==> src/rtl/dcache_miss_ctrl.sv <==
// Data-cache miss controller: decodes the registered lookup result, stalls the core,
// runs an optional dirty-victim writeback plus a line fill, then writes the line back in one cycle.
module dcache_miss_ctrl #(
  parameter int ADDR_W = 20,
  parameter int LINE_W = 128
) (
  input  logic              clk_i,
  input  logic              rsn_i,
  input  logic              kill_i,
  input  logic [ADDR_W-1:0] c_addr_i,
  input  logic              c_miss_i,
  input  logic              c_buffer_hit_i,
  input  logic [1:0]        c_lru_way_i,
  input  logic              c_lru_dirty_i,
  input  logic [ADDR_W-7:0] c_lru_tag_i,
  input  logic [LINE_W-1:0] c_lru_line_i,
  output logic              stall_core_o,
  output logic              mem_rqst_o,
  output logic              mem_we_o,
  output logic [ADDR_W-1:0] mem_addr_o,
  output logic [LINE_W-1:0] mem_data_o,
  input  logic              mem_ready_i,
  input  logic [LINE_W-1:0] mem_data_i,
  output logic              fill_we_o,
  output logic [1:0]        fill_way_o,
  output logic [1:0]        fill_index_o,
  output logic [ADDR_W-7:0] fill_tag_o,
  output logic [LINE_W-1:0] fill_data_o
);

  localparam int TAG_W = ADDR_W - 6;

  typedef enum logic [1:0] {IDLE = 2'd0, WB = 2'd1, FILL = 2'd2, UPDATE = 2'd3} state_t;

  state_t             state_q, state_d;
  logic [ADDR_W-5:0]  line_addr_q, line_addr_d;   // address without the byte offset
  logic [1:0]         way_q, way_d;
  logic [TAG_W-1:0]   vtag_q, vtag_d;
  logic [LINE_W-1:0]  line_q, line_d;             // victim line, then overwritten by fill data
  logic               start;
  logic               unused_offset;

  assign unused_offset = ^c_addr_i[3:0];

  always_ff @(posedge clk_i or negedge rsn_i) begin
    if (!rsn_i) begin
      state_q     <= IDLE;
      line_addr_q <= '0;
      way_q       <= '0;
      vtag_q      <= '0;
      line_q      <= '0;
    end else begin
      state_q     <= state_d;
      line_addr_q <= line_addr_d;
      way_q       <= way_d;
      vtag_q      <= vtag_d;
      line_q      <= line_d;
    end
  end

  always_comb begin
    state_d      = state_q;
    line_addr_d  = line_addr_q;
    way_d        = way_q;
    vtag_d       = vtag_q;
    line_d       = line_q;
    start        = 1'b0;
    mem_rqst_o   = 1'b0;
    mem_we_o     = 1'b0;
    mem_addr_o   = '0;
    mem_data_o   = '0;
    fill_we_o    = 1'b0;
    fill_way_o   = '0;
    fill_index_o = '0;
    fill_tag_o   = '0;
    fill_data_o  = '0;
    case (state_q)
      IDLE: begin
        start = c_miss_i & ~c_buffer_hit_i & ~kill_i;
        if (start) begin
          line_addr_d = c_addr_i[ADDR_W-1:4];
          way_d       = c_lru_way_i;
          vtag_d      = c_lru_tag_i;
          line_d      = c_lru_line_i;
          state_d     = c_lru_dirty_i ? WB : FILL;
        end
      end
      WB: begin
        mem_rqst_o = 1'b1;
        mem_we_o   = 1'b1;
        mem_addr_o = {vtag_q, line_addr_q[1:0], 4'b0000};
        mem_data_o = line_q;
        if (mem_ready_i) state_d = FILL;
      end
      FILL: begin
        mem_rqst_o = 1'b1;
        mem_addr_o = {line_addr_q, 4'b0000};
        if (mem_ready_i) begin
          line_d  = mem_data_i;
          state_d = UPDATE;
        end
      end
      UPDATE: begin
        fill_we_o    = 1'b1;
        fill_way_o   = way_q;
        fill_index_o = line_addr_q[1:0];
        fill_tag_o   = line_addr_q[ADDR_W-5:2];
        fill_data_o  = line_q;
        state_d      = IDLE;
      end
      default: state_d = IDLE;
    endcase
  end

  // Gated by reset so a held miss cannot raise the stall while the block is reset.
  assign stall_core_o = (start & rsn_i) | (state_q == WB) | (state_q == FILL);

endmodule

==> config.mk <==
export PLATFORM = sky130hd
export DESIGN_NAME = dcache_miss_ctrl
export DESIGN_NICKNAME = d
export VERILOG_FILES = /design/src/rtl/dcache_miss_ctrl.sv
export SDC_FILE = /design/constraint.sdc
export NUM_CORES = 1
export LEC_CHECK = 0
export ABC_CLOCK_PERIOD_IN_PS = 2400
export CAP_MARGIN = 20
export CORE_AREA = 2 2 232 234
export DETAILED_ROUTE_END_ITERATION = 16
export DIE_AREA = 0 0 234 236
export PLACE_DENSITY_LB_ADDON = 0.12
export SLEW_MARGIN = 10
export SYNTH_ARGS = -nofsm -noshare
export SYNTH_HDL_FRONTEND = slang
export SYNTH_SLANG_ARGS = --single-unit
==> constraint.sdc <==
create_clock -name clk_i -period 2.4 [get_ports clk_i]
set_clock_uncertainty 0.05 [all_clocks]
set_input_delay 0.48 -clock clk_i [delete_from_list [all_inputs] [get_ports clk_i]]
set_output_delay 0.48 -clock clk_i [all_outputs]
set_load 0.05 [all_outputs]
==> run_results.csv <==
group,metric,value,unit
cells_and_area,fillers,5084,
floorplan,ioPinCount,597,
global_routing,grt_pass1_vias,13512,
routing,drcViolationCount,0,
global_routing,grt_util_all_layers,0.215,
critical_path,reg2regPathDepth,9,
sta,max_freq,410,MHz
sta,period_share,1.02,
clock_network,numCtsBuffers,17,
clock_network,cts_hold_buf,0,
routing,vias,13798,
critical_path,cp_max_fo,6,
routing,totalWireLength,62800,um
sta,fin_ws,-40.3,ps
outcome,status,"complete, but fails checks",
place,routabilityCongestion,0.820,
floorplan,die_h,236,um
clock_network,clk_path_buf_depth,2,
yosys,yosys_warnings,0,
yosys,avgSynthCellArea,7.92,um2
yosys,yosys.area.top_type,"dfrtp_1",
power,p_comb_frac,0.712,
critical_path,timing.rr.start,"state_q[0]$_DFFE_PN0P_",
routing,first_iter_violations,1060,
sta,tightest_slew,863,ps
global_routing,antenna_found_initial,15,
critical_path,path_class,"register to output pin",
cells_and_area,drive_gt1_frac,0.302,
clock_network,clk_latency,500,ps
yosys,synth.yosys.seq_area_share,0.335,
global_routing,grt_max_degree,105,
power,p_int,0.0151,W
routing,viasPerCell,4.99,
yosys,syn-cell-area,12100,um2
sta,slew_violations,0,
cells_and_area,syn_to_final_growth,92.6,%
sta,setup_violations,63,
floorplan,start_util,0.228,
critical_path,start_kind,"register",
yosys,netlist.area_leader.share,0.335,
place,portBuffers,588,
cells_and_area,multiInputGateArea,7740,um2
job,max-cap-violations,0,
clock_network,cts_htree_levels,4,
clock_network,cts_tree,"yes",
global_routing,grt-ovfl-total,0,
yosys,syn_inst,1527,
critical_path,crit_path_start,"state_q[1]$_DFFE_PN0P_",
yosys,synth_cell_types,27,
routing,dr.pass1.iters,6,
sta,rsz0062_at_grt,"yes",
power,p_leak,9.73,nW
routing,routedWlPerCell,22.7,um
floorplan,chipWidth,234,um
clock_network,clk_pin_slew,70,ps
power,seqPwrFrac,0.187,
routing,ant_nets,0,
yosys,ys_seq_elements,162,
clock_network,cts_sinks,162,
critical_path,required,1870,ps
sta,hold_ws,-12.3,ps
place,dp_slack,171,ps
sta,hold_violations,1,
critical_path,r2r_slack,150,ps
power,switchingPower,0.0142,W
power,cellPowerDensity,1260,nW/um2
critical_path,cp-end-kind,"output pin",
power,power_frac_clock,0.101,
sta,slew_headroom,0.425,
critical_path,arrival,1910,ps
yosys,synth.area.top_cells,"dfrtp_1 34%, and2_1 14%, a31oi_1 13%, nand2_1 6.9%, and3_1 6.8%",
floorplan,die_area,55200,um2
sta,post-route-min-period,2440,ps
cells_and_area,design_area,23300,um2
global_routing,grt_pass1_wl,89500,um
place,place_area,21900,um2
outcome,violations,"negative hold slack, negative setup slack",
floorplan,fp-row-count,85,
place,hpwl,42200,um
min_path,hold_class,"input port to asynchronous set/reset pin",
power,p_sw_frac,0.485,
clock_network,root_buffer,"clkbuf_16",
floorplan,coreArea,53100,um2
cells_and_area,fin_nets,2349,
critical_path,r2r_end,"line_q[71]$_DFFE_PN0P_",
cells_and_area,seq_area,4050,um2
power,peakVddDrop,921,uV
sta,fin_setup_tns,-616,ps
-- synthesized netlist by cell type (all sizes together) --
library cell / count
a22oi: 14
and3: 131
a21o: 1
nor2: 14
mux2: 1
nand2: 224
conb: 1
and2: 275
clkbuf: 99
nor3b: 129
inv: 4
buf: 74
nand2b: 1
a21oi: 1
ha: 5
dfrtp: 162
mux2i: 3
and2b: 2
nand4bb: 1
a31oi: 256
nand3: 128
or2: 1
-- layout make-up --
type                       count  share of cell area
sequential                   162               0.174
clock inverter                14             0.00661
antenna                       10             0.00107
tap                          696              0.0374
timing repair buffer         669               0.429
multi-input combinational   1191               0.332
inverter                       4             0.00118
clock buffer                  18              0.0189
-- layer usage --
metal	GRT usage	routed length (um)	vias to the layer above
met4	0.0708	1390	10
met3	0.0578	3950	70
met1	0.265	25300	6813
li1	-	-	6445
met5	0	69	-
met2	0.361	32100	460
-- metrics by stage --
| step | util | hold slack (ps) | std cells | total power [W] |
|---|---|---|---|---|
| 6_report | 0.439 | -12.3 | 2764 | 0.0293 |
| 2_1_floorplan | - | 134 | 1530 | 0.0154 |
| 3_3_place_gp | 0.412 | 405 | 2693 | 0.0246 |
| 4_1_cts | 0.428 | 67.9 | 2738 | 0.0285 |
| 3_5_place_dp | 0.412 | 409 | 2693 | 0.0248 |
| 5_1_grt | 0.439 | 4.45 | 2764 | 0.0308 |
-- repair_timing --
action | CTS | global route
endpoints found under the setup margin | 290 | 281
buffers inserted | 12 | 5
endpoints found under the hold margin | 0 | 0
pin swaps | 9 | 16
gates cloned | 1 | 11
gates resized for setup | 34 | 116
-- worst max-delay path by stage --
stage               slack [ps]                      to
finish                     -40        fill_data_o[115]
global placement           180  line_q[14]$_DFFE_PN0P_
detailed placement         170  line_q[14]$_DFFE_PN0P_
global route              -130          mem_data_o[81]
CTS                        -80           mem_addr_o[7]
floorplan                    4        fill_data_o[100]
-- flip-flops by register name (all words and copies together) (netlist names) --
register / cells
way_q: 2
line_addr_q: 16
line_q: 128
vtag_q: 14
state_q: 2
-- power by group through the flow --
stage / registers [W] / clock network (W) / logic (W)
final: 0.00549 / 0.00295 / 0.0209
after global routing: 0.00569 / 0.00317 / 0.0219
after CTS: 0.00541 / 0.00305 / 0.0200
after detailed placement: 0.00542 / 0 / 0.0194
after global placement: 0.00533 / 0 / 0.0192
after floorplan: 0.00481 / 0 / 0.0106
-- layout by cell type (no fill, tap or decap), types with 7 or more instances in the layout --
| cell | instances |
|---|---|
| a31oi_1 | 256 |
| and2_1 | 165 |
| nor2_4 | 12 |
| buf_12 | 324 |
| nor3b_1 | 69 |
| nor3b_2 | 60 |
| and3_1 | 128 |
| buf_4 | 35 |
| clkbuf_16 | 22 |
| a22oi_2 | 12 |
| nand2_1 | 224 |
| dfrtp_1 | 162 |
| buf_6 | 9 |
| and2_4 | 107 |
| clkdlybuf4s50_1 | 292 |
| nand3_1 | 128 |
| inv_6 | 7 |
| diode_2 | 10 |
-- kinds of logic (layout without fill, tap and decap cells) --
logic type / after synthesis / count (layout) / synth area share
buffers and inverters: 177 / 705 / 0.0689
flip-flops: 162 / 162 / 0.335
multiplexers: 4 / 4 / 0.00341
AO/OA/AOI/OAI: 272 / 272 / 0.142
AND/OR/NAND/NOR: 906 / 906 / 0.445
other: 1 / 14 / 0.000310
adder cells (fa/ha/maj): 5 / 5 / 0.00517
-- worst max-delay path, cell delays in order, from the launching register on --
cell and delay (ps):
dfrtp_1 390, buf_4 160, ha_4 210, buf_12 160, clkbuf_16 170, and2_4 150
buf_12 140
Note: power is estimated with default switching activity, not from simulation.
